<file path="src/rtl/rob_commit.sv">
// rtl/rob_commit.sv - circular reorder buffer: tag allocation, CDB capture, in-order retirement to the register file.
// Optional macro ROB_CDB_BYPASS_EN lets a CDB result for the head entry retire on the same edge it arrives.
module rob_commit #(
  parameter int ROB_DEPTH = 16,
  parameter int TAG_W     = 4,
  parameter int NAME_W    = 5,
  parameter int DATA_W    = 32
) (
  input  logic              clk,
  input  logic              rst,
  input  logic              flush,
  input  logic              alloc_valid,
  input  logic [NAME_W-1:0] alloc_dest,
  output logic              alloc_ready,
  output logic [TAG_W-1:0]  alloc_tag,
  input  logic              cdb_valid,
  input  logic [TAG_W-1:0]  cdb_tag,
  input  logic [DATA_W-1:0] cdb_data,
  output logic              commit_en,
  output logic [NAME_W-1:0] commit_name,
  output logic [DATA_W-1:0] commit_data,
  output logic [TAG_W-1:0]  commit_tag,
  output logic              rob_empty
);

  localparam logic [TAG_W:0] FULL_COUNT = (TAG_W+1)'(ROB_DEPTH);

  logic [ROB_DEPTH-1:0] valid_q;
  logic [ROB_DEPTH-1:0] ready_q;
  logic [NAME_W-1:0]    dest_q [ROB_DEPTH];
  logic [DATA_W-1:0]    data_q [ROB_DEPTH];
  logic [TAG_W-1:0]     head;
  logic [TAG_W-1:0]     tail;
  logic [TAG_W:0]       count;

  logic              do_alloc;
  logic              cdb_write;
  logic              head_hit;
  logic              bypass;
  logic              do_commit;
  logic [DATA_W-1:0] head_data;

  // Full is judged on the pre-edge count, so a same-edge commit never frees a slot early.
  assign alloc_ready = (count != FULL_COUNT) && !flush;
  assign alloc_tag   = tail;
  assign rob_empty   = (count == '0);

  assign do_alloc  = alloc_valid && alloc_ready;
  assign cdb_write = cdb_valid && valid_q[cdb_tag] && !flush;
  assign head_hit  = valid_q[head] && ready_q[head];

`ifdef ROB_CDB_BYPASS_EN
  assign bypass = valid_q[head] && !ready_q[head] && cdb_valid && (cdb_tag == head);
`else
  assign bypass = 1'b0;
`endif

  assign do_commit = (head_hit || bypass) && !flush;
  assign head_data = bypass ? cdb_data : data_q[head];

  always_ff @(posedge clk) begin
    if (rst || flush) begin
      valid_q   <= '0;
      ready_q   <= '0;
      head      <= '0;
      tail      <= '0;
      count     <= '0;
      commit_en <= 1'b0;
      if (rst) begin
        commit_name <= '0;
        commit_data <= '0;
        commit_tag  <= '0;
      end
    end else begin
      if (do_alloc) begin
        valid_q[tail] <= 1'b1;
        ready_q[tail] <= 1'b0;
        tail          <= tail + 1'b1;
      end
      if (cdb_write) begin
        ready_q[cdb_tag] <= 1'b1;
      end
      commit_en <= 1'b0;
      if (do_commit) begin
        valid_q[head] <= 1'b0;
        head          <= head + 1'b1;
        // x0 frees its slot but never reaches the register file.
        commit_en     <= (dest_q[head] != '0);
        commit_name   <= dest_q[head];
        commit_data   <= head_data;
        commit_tag    <= head;
      end
      if (do_alloc && !do_commit) begin
        count <= count + 1'b1;
      end else if (!do_alloc && do_commit) begin
        count <= count - 1'b1;
      end
    end
  end

  // Payload needs no reset: valid/ready gate every use of it.
  always_ff @(posedge clk) begin
    if (do_alloc) begin
      dest_q[tail] <= alloc_dest;
    end
    if (cdb_write) begin
      data_q[cdb_tag] <= cdb_data;
    end
  end

endmodule

</file>
<file path="config.mk">
export PLATFORM = sky130hd
export DESIGN_NAME = rob_commit
export DESIGN_NICKNAME = d
export VERILOG_FILES = /design/src/rtl/rob_commit.sv
export SDC_FILE = /design/constraint.sdc
export NUM_CORES = 1
export LEC_CHECK = 0
export CAP_MARGIN = 20
export CORE_UTILIZATION = 55
export CTS_CLUSTER_SIZE = 40
export DETAILED_ROUTE_END_ITERATION = 10
export GPL_TIMING_DRIVEN = 0
export PLACE_DENSITY = 0.72
export SETUP_SLACK_MARGIN = 0.15
export SLEW_MARGIN = 0
export SYNTH_ARGS = -nofsm -noshare
export SYNTH_HDL_FRONTEND = slang
export SYNTH_SLANG_ARGS = --single-unit
export TNS_END_PERCENT = 50
</file>
<file path="constraint.sdc">
create_clock -name clk -period 4.1 [get_ports clk]
set_clock_uncertainty 0.15 [all_clocks]
set_input_delay 0.82 -clock clk [delete_from_list [all_inputs] [get_ports clk]]
set_output_delay 0.82 -clock clk [all_outputs]
set_load 0.05 [all_outputs]
</file>
==> flow_summary.toml <==
[synthesis]
postSynthRegisterBits = 683
syn_area_per_cell_sq_um = 21.4
synth_ff_type = "sky130_fd_sc_hd__edfxtp_1"
synth_warnings = 0
synth_edf_count = 633
mappedNetlistArea_sq_um = 26100
synthTopCellsByArea = "sky130_fd_sc_hd__edfxtp_1, sky130_fd_sc_hd__mux4_2, sky130_fd_sc_hd__dfxtp_1"
synth_top_area_cell = "sky130_fd_sc_hd__edfxtp_1"
synthesis.instances = 1221
mappedNetlistNets = 1281
synth-seq-area-share = 0.766
synthDominantCellAreaShare = 0.727
synth.distinct_cells = 37
synth_async_sr_flop_share = 0

[timing]
rsz_0062_raised_after_global_routing = "false"
fin_hold_ws_ns = 0.341
timing.final.ws_setup_ns = 0.419
finalCritPeriodShare = 0.898
tightest_slew_ns = 0.955
final-max-slew-violation-count = 0
setup_viol = 0
worst_slew_margin_rel = 0.362
finalHoldViolations = 0
timing_limited_maximum_frequency_mhz = 272
finalWorstPathRequiredPeriod_ns = 3.68

[routing]
drt_wl_total_um = 57900
drt-initial-drc-count = 1623
router_iterations_before_antenna_repair = 9
drcViolationCount = 13
wl_per_cell_um = 28.1
vias = 12900
drtAntennaViolNets = 0
post_drt_via_cell_ratio = 6.27

[final_layout]
layout-area-overhead-vs-synth_pct = 16.4
multi_input_comb_area_sq_um = 5840
count_of_fill_cells_added_during_filler_insertion = 3080
most_common_cell_after_layout_fill_and_taps_aside = "sky130_fd_sc_hd__edfxtp_1"
share_of_final_layout_standard_cells_stronger_than_drive_strength_1 = 0.237
design.final.nets = 1465
mostFrequentLayoutCells = "sky130_fd_sc_hd__edfxtp_1, sky130_fd_sc_hd__mux4_2, sky130_fd_sc_hd__clkdlybuf4s50_1"
regArea_sq_um = 20000

[worst_setup_path]
worst-r2r-cell-count = 14
rrSetupSlack_ns = 0.42
critPathKind = "register to register"
critical_path.endpoint_type = "register"
largest_stage_delay_worst_path_ns = 0.57
critPathArrivalTime_ns = 3.99
regToRegStartpoint = "head[1]"
start_kind = "register"
worst_path_most_repeated_cell = "sky130_fd_sc_hd__ha_1"
worst_ep_required_time_ns = 4.41
worst-path-max-fanout = 10
worstPathCellList = "buf_2 > o21ai_0 > mux4_2 > mux2i_4 > or2_2 > ha_1 > inv_1 > ha_1 > nor2b_1 > o21a_1 > or3_1 > a21oi_1 > xnor2_1 > nor2_1"
reg2reg_capture_point = "count[4]"
crit_path_top_delay_cell = "sky130_fd_sc_hd__mux4_2"

[clock_network]
cts-root-buf = "sky130_fd_sc_hd__clkbuf_16"
cts_inserted_buffers = 69
numClockSinks = 683
tritoncts_clock_tree = "yes"
hold_buffers = 0
cts.clk_slew.worst_paths_ns = 0.06
clock_insertion_delay_worst_skew_ns = 0.60
deepest_level_of_the_cts_h_tree = 3
cts_max_path_buffers = 3

[global_routing]
grt_util_all_layers = 0.251
global_route_wire_length_before_repair_um = 85600
grt-busiest-layer = "met2"
first_global_vias = 13300
use_met2 = 0.406
grt_overflow = 0
grt_antenna_before_repair = 1
grt_start_max_net_pins = 27
use_met3 = 0.0378
use_met1 = 0.352

[power_and_ir_drop]
p_per_area_nw_per_um2 = 454
total_leakage_power_nw = 9.43
vdd_drop_max_mv = 0.319

[placement]
dp_slack_ns = -0.275
port_buffers = 91
gp_congestion = 0.878
hpwl_um = 35600

[hold_path]
holdCritPathClass = "register to register"
holdPathStages = 2
min-delay-start = "ready_q[3]"
timing.hold.worst_endpoint = "ready_q[3]"

[status]
violations_in_the_final_reports = "DRC"
status = "complete, but fails checks"

[floorplanning]
design.portCount = 94
floorplan.die_area_sq_um = 48400
die_h_um = 220
chipWidth_um = 220
initial_utilization = 0.559
row_count = 79
fp.coreArea_sq_um = 46800

[job]
maxCapViolations = 0
[registers in the layout, indices dropped and copies added (netlist names), named ones only]
| signal | flops |
|---|---|
| head | 4 |
| data_q | 512 |
| commit_name | 5 |
| alloc_tag | 4 |
| dest_q | 80 |
| count | 5 |
| ready_q | 16 |
| commit_tag | 4 |
| commit_en | 1 |
| commit_data | 32 |
| valid_q | 16 |
[stage by stage]
stage	power, mW	cells	area [sq um]	util	TNS, ns
after floorplan	7.93	1221	26100	-	0
after global placement	8.11	1919	27800	0.595	-901.35
after detailed placement	8.12	1936	28300	0.605	-0.275
after CTS	13.9	2057	30400	0.650	0
after global routing	14.2	2063	30400	0.651	0
final	13.8	2063	30400	0.651	0
[critical path, delay by kind of cell, from the launching register on]
kind                       cells  cell delay (ns)
AOI/OAI and AO/OA              3             0.49
xor gates and xnor gates       1             0.13
adders and majority gates      2             0.52
buffers and inverters          2             0.39
DFF                            1             0.45
muxes                          2             0.76
and+or+nand+nor                4             0.64
[worst max-delay path by stage]
| stage | startpoint | end | slack [ns] | cells past startpoint |
|---|---|---|---|---|
| 6_report | head[1] | count[4] | 0.42 | 14 |
| 5_1_grt | head[1] | count[4] | 0.20 | 14 |
| 4_1_cts | head[1] | count[4] | 0.24 | 14 |
| 3_5_place_dp | flush | count[4] | -0.28 | 13 |
| 3_3_place_gp | cdb_tag[0] | data_q[1][13] | -2.07 | 4 |
| 2_1_floorplan | cdb_tag[0] | data_q[0][0] | 0.1 | 4 |
[final cells by class]
class,instances,area share
timing repair buffer,113,0.0432
clock buffer,86,0.0609
buffer,58,0.00995
tap,607,0.0250
antenna,1,0.0000822
sequential,683,0.658
clock inverter,35,0.00724
inverter,32,0.00395
multi-input combinational,448,0.192
[power by group]
| part | internal (mW) | switching [mW] |
|---|---|---|
| clock | 3.28 | 2.56 |
| sequential | 7.63 | 0.00969 |
| combinational | 0.101 | 0.232 |
[cells by family (layout without fill, tap and decap cells)]
family | Yosys count | count (layout) | synth area share
xor+xnor | 8 | 8 | 0.00268
mux | 188 | 188 | 0.161
fa+ha+maj | 14 | 14 | 0.00699
flops | 683 | 683 | 0.766
compound gates | 75 | 75 | 0.0169
other cells | 0 | 1 | 0
buf+inv | 90 | 324 | 0.0161
simple gates | 163 | 163 | 0.0305
[routing by layer]
metal	wire length, um	part of all wire
met1	23600	0.41
met4	1540	0.027
met5	0	0
met3	4290	0.074
met2	28500	0.49
[synth_stat cells, types with 2 or more instances]
library cell               number
sky130_fd_sc_hd__nor2b_1        6
sky130_fd_sc_hd__edfxtp_1     633
sky130_fd_sc_hd__buf_1         10
sky130_fd_sc_hd__buf_4         10
sky130_fd_sc_hd__nand3b_1       2
sky130_fd_sc_hd__buf_6          5
sky130_fd_sc_hd__nor4_1         2
sky130_fd_sc_hd__ha_1          13
sky130_fd_sc_hd__and2_1        34
sky130_fd_sc_hd__a221oi_1       9
sky130_fd_sc_hd__o21ai_0       18
sky130_fd_sc_hd__a21oi_1       36
sky130_fd_sc_hd__xor2_1         4
sky130_fd_sc_hd__nor2_1        59
sky130_fd_sc_hd__nand2b_1       4
sky130_fd_sc_hd__or3_1          3
sky130_fd_sc_hd__mux4_2       186
sky130_fd_sc_hd__nor3_1         3
sky130_fd_sc_hd__a22oi_1        8
sky130_fd_sc_hd__buf_2          7
sky130_fd_sc_hd__nand3_1       22
sky130_fd_sc_hd__clkbuf_1      26
sky130_fd_sc_hd__nand4_1        5
sky130_fd_sc_hd__or2_2          2
sky130_fd_sc_hd__xnor2_1        4
sky130_fd_sc_hd__inv_1         32
sky130_fd_sc_hd__nand2_1       19
sky130_fd_sc_hd__dfxtp_1       50
[timing repair]
action | in CTS | in global routing
gates resized for setup | 2 | 1
gates cloned | 0 | 0
endpoints found under the hold margin | 0 | 0
buffers inserted | 0 | 2
setup endpoints to repair | 1 | 1
(Power assumes the default switching activity.)
==> RTL change 1, RTL diff (same flow settings) <==
Change the parameter `DATA_W` from 32 to 64.
--- a/src/rtl/rob_commit.sv
+++ b/src/rtl/rob_commit.sv
@@ -4,7 +4,7 @@
   parameter int ROB_DEPTH = 16,
   parameter int TAG_W     = 4,
   parameter int NAME_W    = 5,
-  parameter int DATA_W    = 32
+  parameter int DATA_W    = 64
 ) (
   input  logic              clk,
   input  logic              rst,
Interface: changed (resized cdb_data and commit_data); port bits go from 94 to 158. The function was not compared with the original's and may differ.
==> RTL change 1 against the unedited design <==
Sequential cell count increased by 544. Highest routed layer is now met5. Wire length is 86% higher. Area after synthesis increased by 78%. Final area is 79% higher. Sequential power up 81%. Count of clock-buffer cells in the layout grew 61. Global-route usage up 0.57 points. Combinational power up 61%. Setup slack worse by 0.057 ns. Total power increased by 79%.
==> RTL change 1: results (changes against the unedited design) <==
INFO  layout         final_net_count=2416 [+65%]
INFO  routing        detailroute.via_count=21995 [+70%]
INFO  synth          synth_top_cells_by_area=edfxtp_1 (76%), mux4_2 (17%), dfxtp_1 (2.1%)
INFO  placed_design  place.gp.congestion=0.860 [-2.0%]
INFO  synth          synth_fp_nets=2089 [+63%]
INFO  synth          synthArstFlopShare=0% [unchanged]
INFO  synth          number_of_synthesized_flops_with_an_enable_pin=1177 [+86%]
INFO  global_routing wire_length_of_the_first_global_routing_pass=155000um [+82%]
INFO  sta            final-setup-viol-count=0 [unchanged]
INFO  global_routing grt_use_total=25.7% [+0.57 points]
INFO  routing        wl_per_cell=30.2um [+7.7%]
INFO  placed_design  port-buffer-count=155 [+70%]
INFO  power          vdd_drop_max=376uV [+18%]
INFO  synth          yosys_warnings=0 [unchanged]
INFO  clock_tree     clkLatencyLatePin=0.70ns [+0.10 ns]
INFO  worst_setup_path worst_path_dominant_cell_family=multiplexers
INFO  global_routing first_global_vias=22917 [+72%]
INFO  routing        detail_route.first_pass.iterations=6 [-3]
INFO  worst_setup_path worstPathMaxFanout=10 [unchanged]
INFO  clock_tree     cts_htree_levels=3 [unchanged]
INFO  sta            slew-limit-headroom=31.7% [-4.5 points]
INFO  worst_setup_path crit_path_top_delay_cell=mux4_2
INFO  layout         final_layout_size_suffix_gt1_share=25.5% [+1.8 points]
INFO  synth          synth.top_cells.by_count=edfxtp_1 (1177), mux4_2 (346), and2_1 (66), nor2_1 (59), dfxtp_1 (50)
INFO  worst_setup_path timing.critical_path.arrival=4.12ns [+0.13 ns]
INFO  clock_tree     clk_transition_reported_paths=0.06ns [about the same]
INFO  placed_design  detailedPlacementHpwl=67500um [+90%]
INFO  clock_tree     numCtsBuffers=116 [+68%]
INFO  min_path       worst_hold_path_type=reg2reg
INFO  layout         reg_top3=data_q x1024, dest_q x80, commit_data x64
INFO  clock_tree     clockRootBuffer=clkbuf_16
INFO  worst_setup_path slowest_stage_delay_on_critical_path=0.57ns [about the same]
INFO  routing        initialDrtViolationCount=2463 [+52%]
INFO  placed_design  place_ws=-0.315ns [-0.0397 ns]
INFO  synth          yosysMostFrequentCell=edfxtp_1
INFO  clock_tree     max-clock-path-buffers=3 [unchanged]
INFO  synth          dominantRegCellSynth=edfxtp_1
INFO  layout         fillers=5292 [+72%]
INFO  power          leakage_power_summed_over_all_cells=16.7nW [+77%]
INFO  global_routing number_of_antenna_violations_at_the_first_check_in_global_routing=15 [+14]
INFO  global_routing grt_start_max_net_pins=43 [+59%]
INFO  synth          post_synthesis_sequential_area_ratio=78.0% [+1.5 points]
INFO  synth          yosys.cell_types.count=39 [+5.4%]
INFO  status         outcome=finished, final reports clean
## RTL change 1: cell count changes after synthesis, sizes merged
cell / change
edfxtp: +544
mux4: +160
and2: +32
buf: +27
clkbuf: +13
## RTL change 1: repair_timing
| item | 4_1_cts | 5_1_grt |
|---|---|---|
| pin swaps | 0 | 0 |
| resized for setup | 2 | 4 |
| endpoints found under the setup margin | 1 | 1 |
| buffers inserted | 0 | 2 |
## RTL change 1: layer usage
| layer | share of wire (%) | global-route usage [%] | routed length (um) |
|---|---|---|---|
| met2 | 51 | 43.2 | 54600 |
| met4 | 2.7 | 7.78 | 2900 |
| met5 | 0.14 | 0 | 151 |
| met1 | 38 | 34.1 | 41000 |
| met3 | 8.2 | 5.34 | 8820 |
## RTL change 1: final cells by class
class	count	area, um^2	share of cell area, %
Multi-Input combinational cell	640	9650	17.7
Clock inverter	69	662	1.21
Clock buffer	147	3040	5.58
Buffer	98	596	1.09
Timing Repair Buffer	209	2650	4.86
Antenna cell	2	5.00	0.00918
Inverter	32	120	0.220
Sequential cell	1227	36300	66.7
Tap cell	1134	1420	2.60
## RTL change 1: final timing paths
| check | start | end | slack [ns] | cells after the start |
|---|---|---|---|---|
| worst min register to register | ready_q[1] | ready_q[1] | 0.34 | 2 |
| worst max-delay path | head[1] | count[4] | 0.36 | 14 |
| worst max register to register | head[1] | count[4] | 0.36 | 14 |
| worst min-delay path | ready_q[1] | ready_q[1] | 0.34 | 2 |
## RTL change 1: worst min-delay path: cells and delay by family, from the launching register on
| family | cells | cell delay, ns |
|---|---|---|
| flip-flops | 1 | 0.32 |
| AND/OR/NAND/NOR | 1 | 0.07 |
| AO/OA/AOI/OAI | 1 | 0.06 |
## RTL change 1: through the flow
stage	hold slack, ns	instance area (um^2)	cells	util [%]
floorplan	0.307	46600	1997	-
global placement	0.318	49600	3286	59.2
detailed placement	0.326	50700	3338	60.6
CTS	0.340	54500	3554	65.1
global route	0.359	54500	3558	65.1
finish	0.339	54500	3558	65.1
## RTL change 1: cells by family (layout without fill, tap and decap cells)
family / count (synthesis) / after routing / synth area share (%)
AO/OA/AOI/OAI: 75 / 75 / 0.949
XOR/XNOR: 8 / 8 / 0.150
adder cells (fa/ha/maj): 14 / 14 / 0.392
buffers and inverters: 130 / 555 / 1.53
flip-flops: 1227 / 1227 / 78.0
multiplexers: 348 / 348 / 16.8
other: 0 / 2 / 0
AND/OR/NAND/NOR: 195 / 195 / 2.14
## RTL change 1: where the power goes
part	internal (mW)	switching, mW	leakage, nW	total, mW
registers	13.8	0.0130	11.1	13.8
clock network	5.93	4.49	1.79	10.4
logic	0.159	0.379	3.84	0.537
==> RTL change 2, RTL diff (same flow settings) <==
Without the edit above. Build with the macro `ROB_CDB_BYPASS_EN` defined.
--- a/src/rtl/rob_commit.sv
+++ b/src/rtl/rob_commit.sv
@@ -1,5 +1,7 @@
 // rtl/rob_commit.sv - circular reorder buffer: tag allocation, CDB capture, in-order retirement to the register file.
 // Optional macro ROB_CDB_BYPASS_EN lets a CDB result for the head entry retire on the same edge it arrives.
+`define ROB_CDB_BYPASS_EN
+
 module rob_commit #(
   parameter int ROB_DEPTH = 16,
   parameter int TAG_W     = 4,
Function: changed (a bounded check fails within 4 cycles, from zero or initial values).
==> RTL change 2 against the unedited design <==
Area after synthesis grew 2.3%. Setup slack lost 0.076 ns. Wire length grew 7.6%. Final cell count grew 3.8%. Sequential cell count is the same. Final area grew 1.9%. Total power grew 0.16%. Combinational power grew 13%. Count of clock-buffer cells in the layout shrank 2. Largest power group unchanged.
==> RTL change 2: results (changes against the unedited design) <==
INFO  clock_tree     max-clock-path-buffers=3 [unchanged]
INFO  worst_setup_path slowest_stage_delay_on_critical_path=0.53ns [-0.04 ns]
INFO  global_routing grt_use_total=25.9% [+0.80 points]
INFO  sta            slew-limit-headroom=32.1% [-4.1 points]
INFO  power          leakage_power_summed_over_all_cells=9.64nW [+2.3%]
INFO  power          vdd_drop_max=313uV [-1.9%]
INFO  synth          synthXorXnorAreaFrac=0.393% [+0.13 points]
INFO  routing        detail_route.first_pass.iterations=5 [-4]
INFO  synth          synth.area.mux_share=16.7% [+0.58 points]
INFO  worst_setup_path reg2reg_slack=0.34ns [-0.08 ns]
INFO  clock_tree     cts_resized=3 [+1]
INFO  status         outcome=finished, final reports clean
INFO  layout         final_layout_size_suffix_gt1_share=25.0% [+1.3 points]
INFO  synth          yosys.cell_types.count=45 [+22%]
INFO  worst_setup_path worst_path_dominant_cell_family=compound AO/OA/AOI/OAI gates
INFO  min_path       worst_hold_path.endpoint=ready_q[2]
INFO  placed_design  place.gp.congestion=0.885 [+0.88%]
INFO  placed_design  detailedPlacementHpwl=38200um [+7.2%]
INFO  synth          synth-compound-area-share=2.48% [+0.79 points]
INFO  routing        initialDrtViolationCount=1760 [+8.4%]
INFO  worst_setup_path reg2regPathDepth=15 [+1]
INFO  synth          post_synthesis_sequential_area_ratio=74.8% [-1.7 points]
INFO  layout         diodes=0 [-1]
INFO  worst_setup_path timing.rr.start=head[1]
INFO  synth          synthAdderAreaFrac=0.683% [-0.016 points]
INFO  routing        avgViaCountPerCell=6.40 [+2.0%]
INFO  min_path       worst_hold_path_type=reg2reg
INFO  synth          synth_top_cells_by_area=edfxtp_1 (71%), mux4_2 (16%), dfxtp_1 (3.7%)
INFO  global_routing wire_length_of_the_first_global_routing_pass=91000um [+6.4%]
INFO  synth          synthArstFlopShare=0% [unchanged]
INFO  clock_tree     numCtsBuffers=68 [-1.4%]
INFO  layout         final_net_count=1542 [+5.3%]
INFO  layout         fillers=3195 [+3.7%]
INFO  worst_setup_path timing.critical_path.arrival=4.08ns [+0.09 ns]
INFO  global_routing number_of_antenna_violations_at_the_first_check_in_global_routing=1 [unchanged]
INFO  clock_tree     clkLatencyLatePin=0.60ns [about the same]
INFO  routing        detail_route.wirelength=62300um [+7.6%]
INFO  global_routing first_global_vias=13891 [+4.1%]
INFO  min_path       worst_hold_startpoint=ready_q[2]
INFO  synth          synth.top_cells.by_count=edfxtp_1 (633), mux4_2 (189), nor2_1 (67), nand3_1 (53), dfxtp_1 (50)
INFO  synth          synth_fp_nets=1361 [+6.2%]
-- RTL change 2: worst max-delay path by stage --
| stage | start | endpoint | slack, ns | cells past startpoint |
|---|---|---|---|---|
| finish | head[1] | count[4] | 0.34 | 15 |
| global route | head[1] | count[4] | 0.16 | 15 |
| CTS | head[1] | count[4] | 0.16 | 15 |
| detailed placement | cdb_tag[2] | count[4] | -0.37 | 15 |
| global placement | flush | data_q[0][19] | -2.04 | 5 |
| floorplan | cdb_tag[1] | count[4] | 0.40 | 15 |
-- RTL change 2: per-layer routing --
layer  GRT usage, %  part of all wire, %  wire [um]  vias up
met2           42.1                   50      31100      708
met1           35.7                   39      24300     7180
li1               -                    -          -     5689
met3           4.79                  8.6       5330      126
met4           8.65                  2.6       1610        2
met5              0                0.021         13        -
-- RTL change 2: area by class of cell --
class / count / area [um^2] / area share (%)
plain buffers: 71 / 360 / 1.16
clock buffers: 84 / 1800 / 5.82
clock inverters: 31 / 241 / 0.779
inverters: 25 / 93.8 / 0.303
multi-input cells: 522 / 6430 / 20.8
flip-flops and latches: 683 / 20000 / 64.6
well taps: 615 / 769 / 2.48
repair buffers: 111 / 1280 / 4.13
-- RTL change 2: through the flow --
stage	cells	cell area, um^2	hold slack (ns)	setup WS [ns]
after CTS	2139	30900	0.340	0.157
after global placement	2007	28400	0.313	-2.04
final	2142	31000	0.339	0.342
after detailed placement	2024	28900	0.327	-0.365
after global routing	2142	31000	0.370	0.161
after floorplan	1301	26700	0.298	0.402
-- RTL change 2: where the power goes --
| group | internal [mW] | total [mW] | switching [mW] |
|---|---|---|---|
| Sequential | 7.63 | 7.64 | 0.00937 |
| Clock | 3.31 | 5.82 | 2.51 |
| Combinational | 0.112 | 0.376 | 0.263 |
| Total | 11.1 | 13.8 | 2.79 |
